$ cat src/rtl/clock_mode_ctrl_if.sv
// rtl/clock_mode_ctrl_if.sv - button inputs and display outputs of the clock/mode controller
//
// Purpose: groups the debounced buttons, the seven segment codes, the mode
//          and the seconds strobe into one bundle.
// Signals:
//    btn_mode, btn_inc       debounced button levels (controller input)
//    h1 h2 m1 m2 s1 s2 ap    active-low segment codes, bit6 = a .. bit0 = g
//    mode                    0 RUN, 1 SET_HR, 2 SET_MIN, 3 SET_SEC
//    sec_tick                one-cycle pulse per prescaler wrap
// Modports: master drives the buttons, slave is the controller.

interface clock_mode_ctrl_if;
   logic       btn_mode;
   logic       btn_inc;
   logic [6:0] h1;
   logic [6:0] h2;
   logic [6:0] m1;
   logic [6:0] m2;
   logic [6:0] s1;
   logic [6:0] s2;
   logic [6:0] ap;
   logic [1:0] mode;
   logic       sec_tick;

   modport master (
      output btn_mode, btn_inc,
      input  h1, h2, m1, m2, s1, s2, ap, mode, sec_tick
   );

   modport slave (
      input  btn_mode, btn_inc,
      output h1, h2, m1, m2, s1, s2, ap, mode, sec_tick
   );
endinterface

$ cat src/rtl/clock_mode_ctrl.sv
// rtl/clock_mode_ctrl.sv - 12-hour timekeeping, RUN/SET mode FSM and 7-segment encoding
//
// Purpose: keeps hh:mm:ss AM/PM from an internal 1 Hz prescaler, lets the user
//          set hours/minutes/clear seconds with two buttons, and registers the
//          seven segment codes (with blinking of the field being edited).
// Ports:
//    CLK        system clock
//    RST_BTN    synchronous active-high reset
//    bus        clock_mode_ctrl_if.slave (buttons in; segments, mode, sec_tick out)
// Parameters:
//    TICK_DIV   CLK cycles per second
//    CNT_W      prescaler width, 2**CNT_W >= TICK_DIV

module clock_mode_ctrl #(
   parameter int TICK_DIV = 100000000,
   parameter int CNT_W    = 27
) (
   input logic              CLK,
   input logic              RST_BTN,
   clock_mode_ctrl_if.slave bus
);

   localparam logic [1:0] ST_RUN     = 2'd0;
   localparam logic [1:0] ST_SET_HR  = 2'd1;
   localparam logic [1:0] ST_SET_MIN = 2'd2;
   localparam logic [1:0] ST_SET_SEC = 2'd3;

   localparam logic [CNT_W-1:0] PRESC_LAST = CNT_W'(TICK_DIV - 1);
   localparam logic [CNT_W-1:0] PRESC_HALF = CNT_W'(TICK_DIV / 2);

   localparam logic [6:0] SEG_BLANK = 7'b1111111;
   localparam logic [6:0] SEG_A     = 7'b0001000;
   localparam logic [6:0] SEG_P     = 7'b0011000;

   logic [CNT_W-1:0] presc;
   logic [1:0]       state;
   logic [3:0]       hours;
   logic [5:0]       minutes;
   logic [5:0]       seconds;
   logic             pm;
   logic             btn_mode_q;
   logic             btn_inc_q;

   logic mode_edge, inc_edge, inc_event, wrap, blank_phase;
   logic [6:0] h1_n, h2_n, m1_n, m2_n, s1_n, s2_n, ap_n;

   function automatic logic [6:0] seg_digit(input logic [3:0] d);
      case (d)
         4'd0:    return 7'b0000001;
         4'd1:    return 7'b1001111;
         4'd2:    return 7'b0010010;
         4'd3:    return 7'b0000110;
         4'd4:    return 7'b1001100;
         4'd5:    return 7'b0100100;
         4'd6:    return 7'b0100000;
         4'd7:    return 7'b0001111;
         4'd8:    return 7'b0000000;
         4'd9:    return 7'b0000100;
         default: return SEG_BLANK;
      endcase
   endfunction

   // 12 -> 1 -> ... -> 11 -> 12 ; the AM/PM flip happens on the 11 -> 12 step
   function automatic logic [3:0] hour_next(input logic [3:0] h);
      return (h == 4'd12) ? 4'd1 : h + 4'd1;
   endfunction

   assign mode_edge   = bus.btn_mode & ~btn_mode_q;
   assign inc_edge    = bus.btn_inc & ~btn_inc_q;
   assign inc_event   = inc_edge & ~mode_edge;   // mode wins a simultaneous press
   assign wrap        = (presc == PRESC_LAST);
   assign blank_phase = (presc >= PRESC_HALF);

   always_comb begin
      h1_n = (hours >= 4'd10) ? seg_digit(4'd1) : SEG_BLANK;
      h2_n = seg_digit((hours >= 4'd10) ? hours - 4'd10 : hours);
      m1_n = seg_digit(4'(minutes / 6'd10));
      m2_n = seg_digit(4'(minutes % 6'd10));
      s1_n = seg_digit(4'(seconds / 6'd10));
      s2_n = seg_digit(4'(seconds % 6'd10));
      ap_n = pm ? SEG_P : SEG_A;
      if (blank_phase) begin
         case (state)
            ST_SET_HR: begin
               h1_n = SEG_BLANK;
               h2_n = SEG_BLANK;
               ap_n = SEG_BLANK;
            end
            ST_SET_MIN: begin
               m1_n = SEG_BLANK;
               m2_n = SEG_BLANK;
            end
            ST_SET_SEC: begin
               s1_n = SEG_BLANK;
               s2_n = SEG_BLANK;
            end
            default: ;
         endcase
      end
   end

   always_ff @(posedge CLK) begin
      if (RST_BTN) begin
         presc        <= '0;
         state        <= ST_RUN;
         hours        <= 4'd12;
         minutes      <= 6'd0;
         seconds      <= 6'd0;
         pm           <= 1'b0;
         btn_mode_q   <= 1'b0;
         btn_inc_q    <= 1'b0;
         bus.sec_tick <= 1'b0;
         bus.mode     <= ST_RUN;
         bus.h1       <= seg_digit(4'd1);
         bus.h2       <= seg_digit(4'd2);
         bus.m1       <= seg_digit(4'd0);
         bus.m2       <= seg_digit(4'd0);
         bus.s1       <= seg_digit(4'd0);
         bus.s2       <= seg_digit(4'd0);
         bus.ap       <= SEG_A;
      end else begin
         btn_mode_q   <= bus.btn_mode;
         btn_inc_q    <= bus.btn_inc;
         bus.sec_tick <= wrap;

         // Leaving SET_SEC or clearing seconds restarts the second from zero
         if ((state == ST_SET_SEC) && (mode_edge || inc_edge))
            presc <= '0;
         else if (wrap)
            presc <= '0;
         else
            presc <= presc + CNT_W'(1);

         // SET_SEC + 1 wraps back to RUN
         if (mode_edge)
            state <= state + 2'd1;

         if (state == ST_RUN) begin
            if (wrap) begin
               if (seconds == 6'd59) begin
                  seconds <= 6'd0;
                  if (minutes == 6'd59) begin
                     minutes <= 6'd0;
                     hours   <= hour_next(hours);
                     if (hours == 4'd11)
                        pm <= ~pm;
                  end else begin
                     minutes <= minutes + 6'd1;
                  end
               end else begin
                  seconds <= seconds + 6'd1;
               end
            end
         end else if (inc_event) begin
            case (state)
               ST_SET_HR: begin
                  hours <= hour_next(hours);
                  if (hours == 4'd11)
                     pm <= ~pm;
               end
               ST_SET_MIN: minutes <= (minutes == 6'd59) ? 6'd0 : minutes + 6'd1;
               ST_SET_SEC: seconds <= 6'd0;
               default: ;
            endcase
         end

         bus.mode <= state;
         bus.h1   <= h1_n;
         bus.h2   <= h2_n;
         bus.m1   <= m1_n;
         bus.m2   <= m2_n;
         bus.s1   <= s1_n;
         bus.s2   <= s2_n;
         bus.ap   <= ap_n;
      end
   end

endmodule
$ cat src/flat_wrapper.sv
// flat-port wrapper written by rule: the top's interface ports become plain ports
module clock_mode_ctrl_flat 
#(
   parameter int TICK_DIV = 100000000,
   parameter int CNT_W    = 27
)
  (CLK, RST_BTN, bus_btn_mode, bus_btn_inc, bus_h1, bus_h2, bus_m1, bus_m2, bus_s1, bus_s2, bus_ap, bus_mode, bus_sec_tick);
  clock_mode_ctrl_if bus_i ();
  input logic CLK;
  input logic RST_BTN;
  input wire logic [$bits(bus_i.btn_mode)-1:0] bus_btn_mode;
  input wire logic [$bits(bus_i.btn_inc)-1:0] bus_btn_inc;
  output wire logic [$bits(bus_i.h1)-1:0] bus_h1;
  output wire logic [$bits(bus_i.h2)-1:0] bus_h2;
  output wire logic [$bits(bus_i.m1)-1:0] bus_m1;
  output wire logic [$bits(bus_i.m2)-1:0] bus_m2;
  output wire logic [$bits(bus_i.s1)-1:0] bus_s1;
  output wire logic [$bits(bus_i.s2)-1:0] bus_s2;
  output wire logic [$bits(bus_i.ap)-1:0] bus_ap;
  output wire logic [$bits(bus_i.mode)-1:0] bus_mode;
  output wire logic [$bits(bus_i.sec_tick)-1:0] bus_sec_tick;
  assign bus_i.btn_mode = bus_btn_mode;
  assign bus_i.btn_inc = bus_btn_inc;
  assign bus_h1 = bus_i.h1;
  assign bus_h2 = bus_i.h2;
  assign bus_m1 = bus_i.m1;
  assign bus_m2 = bus_i.m2;
  assign bus_s1 = bus_i.s1;
  assign bus_s2 = bus_i.s2;
  assign bus_ap = bus_i.ap;
  assign bus_mode = bus_i.mode;
  assign bus_sec_tick = bus_i.sec_tick;
  clock_mode_ctrl #(.TICK_DIV(TICK_DIV), .CNT_W(CNT_W)) u_core (.CLK(CLK), .RST_BTN(RST_BTN), .bus(bus_i));
endmodule
$ cat config.mk
export PLATFORM = sky130hd
export DESIGN_NAME = clock_mode_ctrl_flat
export DESIGN_NICKNAME = d
export VERILOG_FILES = /design/src/rtl/clock_mode_ctrl_if.sv /design/src/rtl/clock_mode_ctrl.sv /design/src/flat_wrapper.sv
export SDC_FILE = /design/constraint.sdc
export NUM_CORES = 1
export LEC_CHECK = 0
export BUFFER_PORTS_ARGS = -buffer_cell sky130_fd_sc_hd__clkbuf_2
export CORE_ASPECT_RATIO = 0.8
export CORE_MARGIN = 1.5
export CORE_UTILIZATION = 45
export DETAILED_ROUTE_END_ITERATION = 10
export HOLD_SLACK_MARGIN = 0.03
export PLACE_DENSITY_LB_ADDON = 0.1
export RECOVER_POWER = 25
export SLEW_MARGIN = 20
export SYNTH_ARGS = -nofsm -noshare
export SYNTH_HDL_FRONTEND = slang
export SYNTH_SLANG_ARGS = --single-unit
$ cat constraint.sdc
create_clock -name CLK -period 7.3 [get_ports CLK]
set_clock_uncertainty 0.1 [all_clocks]
set_input_delay 1.46 -clock CLK [delete_from_list [all_inputs] [get_ports CLK]]
set_output_delay 1.46 -clock CLK [all_outputs]
set_load 0.1 [all_outputs]
==> qor.csv <==
metric,value,unit
I/O Pins,56,
pin count of the biggest net entering global routing,58,
number of library cell types mapped by synthesis,72,
initial antenna violation count,0,
routability cong.,0.814,
Final HPWL DP,7.37,mm
Bufs on Longest Clock Path,2,
post-synthesis register bit count,89,
leakage,2.24,nW
Die Ht,97.9,um
Reg2Reg Capture Point,u_core.bus.s2[5]$_SDFF_PP0_,
hold path startpoint,u_core.pm$_SDFFE_PP0P_,
vias in the first global route,3755,
iteration count of the initial detailed-routing pass,4,
Clock Latency Late Sink,0.34,ns
worst-margin pin slew,2.48,ns
Worst Path Required,7.39,ns
fill count,1049,
Nets,673,
clock slew at reported path FFs,0.06,ns
worst hold path cell count,2,
starting density of the core,0.463,
reg2reg start,u_core.seconds[0]$_SDFFE_PP0P_,
Yosys warning count,0,
post-synthesis cell area,0.00506,sq mm
Reg2Reg Depth,11,
Crit. End Element,flip-flop,
RSZ-0062 raised after global routing,no,
CTS tree,yes,
final-report setup violation count,0,
all-layer global routing usage,0.182,
share of cells above drive strength 1,0.132,
CP Launch Type,input port,
Max Cap Viol,1,
Syn Inst Count,599,
Inserted Diodes,0,
Peak VDD IR,112,uV
WS Path Type,input port to flip-flop,
DIE WIDTH,122,um
DR WL/cell,13.2,um
mean post-synth cell area,8.46,sq um
fin crit share,0.575,
post-route cell area,0.00563,sq mm
result of the run,"complete, but fails checks",
routed via count,4063,
H-tree depth,3,
post-CTS sizing,0,
PD cells,194,mW/mm^2
final hold violation count,0,
CTS Hold Bufs,0,
Post-Place Cell Area,0.00533,sq mm
asr flop ratio synth,0,
Hold Path Sink,u_core.bus.ap[4]$_SDFF_PP0_,
sequential-to-total area share from yosys stat,0.352,
drt total wl,10.2,mm
grt total ovfl,0,
critical path arrival,4.29,ns
CTS root buffer,clkbuf_16,
Critical Path Fanout Max,57,
Synth Flop Type,dfxtp_1,
max_slew headroom,-0.650,
FP Rows,34,
P&R area growth vs syn,11.1,%
full die area,0.0119,sq mm
Core Region,0.0109,sq mm
reg2reg setup slack,4.05,ns
failing checks,"max-capacitance violations, max-slew violations",
number of CTS-inserted buffers,9,
post-layout minimum cycle time,4.20,ns
drt via density,5.24,
CTS Sinks,89,
first-pass GRT wire length,17.8,mm
Highest Clock Rate,238,MHz
I/O Buffers,49,
max-slew violations,58,
Fin Setup TNS,0,ns
DR iter-0 viols,182,
antenna-violating nets left,0,
Post-synth EDFFs,0,
number of post-CTS setup repair buffers,0,
Hold Path Class,flip-flop to flip-flop,
DRC viols,0,
[flip-flops by register name, summed over array words and instances, names as in the netlist]
signal               cells
u_core.minutes           6
u_core.btn_inc_q         1
u_core.bus.ap            2
u_core.pm                1
u_core.bus.s2            7
u_core.presc            27
u_core.bus.h2            7
u_core.bus.m2            7
u_core.bus.mode          2
u_core.bus.m1            7
u_core.seconds           6
u_core.btn_mode_q        1
u_core.bus.h1            1
u_core.bus.s1            7
u_core.hours             4
u_core.bus.sec_tick      1
u_core.state             2
[metal layers]
| layer | global-route usage | wire [um] |
|---|---|---|
| met1 | 0.270 | 5370 |
| met2 | 0.268 | 4410 |
| met3 | 0.0415 | 332 |
| met4 | 0.0407 | 93 |
| met5 | 0 | 0 |
[power by group]
part           switching (W)  leakage [nW]  internal [W]
clock network       0.000194         0.156      0.000286
registers         0.00000789         0.720      0.000495
logic              0.0000875          1.36     0.0000242
[cells in the mapped netlist, drive strengths merged, types with 3 or more instances]
| cell type | count | area share |
|---|---|---|
| a21o | 5 | 0.0074 |
| clkbuf | 22 | 0.016 |
| buf | 18 | 0.023 |
| a21oi | 46 | 0.045 |
| xnor2 | 14 | 0.024 |
| or3 | 10 | 0.013 |
| nor2 | 57 | 0.042 |
| xor2 | 14 | 0.024 |
| and2 | 3 | 0.0037 |
| nand3 | 19 | 0.019 |
| inv | 26 | 0.019 |
| and4 | 4 | 0.0074 |
| a22oi | 4 | 0.0069 |
| ha | 43 | 0.11 |
| nor4 | 5 | 0.010 |
| or2 | 7 | 0.0086 |
| o221ai | 3 | 0.0052 |
| a31oi | 10 | 0.012 |
| a211oi | 5 | 0.0074 |
| mux2 | 3 | 0.0067 |
| o21a | 3 | 0.0044 |
| nor2b | 13 | 0.016 |
| mux2i | 10 | 0.020 |
| and3 | 7 | 0.0086 |
| nor3b | 4 | 0.0059 |
| nand2 | 49 | 0.036 |
| a22o | 4 | 0.0069 |
| or4 | 4 | 0.0059 |
| nand2b | 11 | 0.014 |
| o21ai | 30 | 0.030 |
| nor3 | 12 | 0.012 |
| dfxtp | 89 | 0.35 |
| nand4 | 5 | 0.0091 |
| a221oi | 4 | 0.0082 |
[area by class of cell]
class	instances	area (sq um)	area share
Clock inverter	5	61.3	0.0109
Timing Repair Buffer	51	249	0.0442
Sequential cell	89	1780	0.317
Inverter	26	97.6	0.0173
Tap cell	144	180	0.0320
Multi-Input combinational cell	449	3010	0.534
Clock buffer	11	253	0.0449
[metrics by stage]
step                      worst slack, ns  instances   util  hold WS, ns  total power [W]
after floorplan                      4.33        604      -        0.341         0.000611
after global placement               4.08        759  0.487        0.354         0.000625
after detailed placement             3.99        759  0.487        0.371         0.000626
after CTS                            4.09        775  0.516        0.383          0.00111
after global routing                 2.80        775  0.515        0.447          0.00114
final                                3.10        775  0.515        0.378          0.00109
[cell families after synthesis]
logic type,count (synthesis),synth area share
AND/OR/NAND/NOR,222,0.232
AO/OA/AOI/OAI,137,0.176
flip-flops,89,0.352
buffers and inverters,66,0.0583
adder cells (fa/ha/maj),43,0.106
XOR/XNOR,28,0.0484
multiplexers,13,0.0264
other,1,0.000740
[critical path: stages]
cell and delay, ns:
clkbuf_2 0.07, clkbuf_1 1.75, a21o_1 0.17, or2b_1 0.68, nor2_1 0.12
[cell usage in the layout (no fill, tap or decap), types with 3 or more instances in the layout]
master     count
dfxtp_1       89
nor2_1        57
nand2_1       49
a21oi_1       46
ha_1          43
clkbuf_2      43
o21ai_0       29
inv_1         26
nand3_1       19
xnor2_1       14
xor2_1        14
nor2b_1       13
nor3_1        12
nand2b_1      11
mux2i_1       10
a31oi_1       10
or3_1          9
clkbuf_16      9
and3_1         7
clkbuf_1       7
or2_2          6
conb_1         6
a21o_1         5
a211oi_1       5
a22o_1         4
nor3b_1        4
or4_1          4
nand4_1        4
and4_1         3
o221ai_1       3
and2_1         3
a221oi_1       3
a22oi_1        3
o21a_1         3
mux2_2         3
nor4_1         3
[worst max path at each step]
stage	start	to	slack, ns	cells past startpoint
floorplan	u_core.bus.ap[5]$_SDFF_PP0_	bus_ap[1]	4.33	1
global placement	RST_BTN	u_core.presc[3]$_SDFF_PP0_	4.08	5
detailed placement	RST_BTN	u_core.presc[7]$_SDFF_PP0_	3.99	5
CTS	u_core.seconds[0]$_SDFFE_PP0P_	u_core.bus.s2[5]$_SDFF_PP0_	4.09	11
global route	RST_BTN	u_core.presc[4]$_SDFF_PP0_	2.80	5
finish	RST_BTN	u_core.presc[17]$_SDFF_PP0_	3.10	5
No activity file was read; power rests on OpenSTA's default activity.
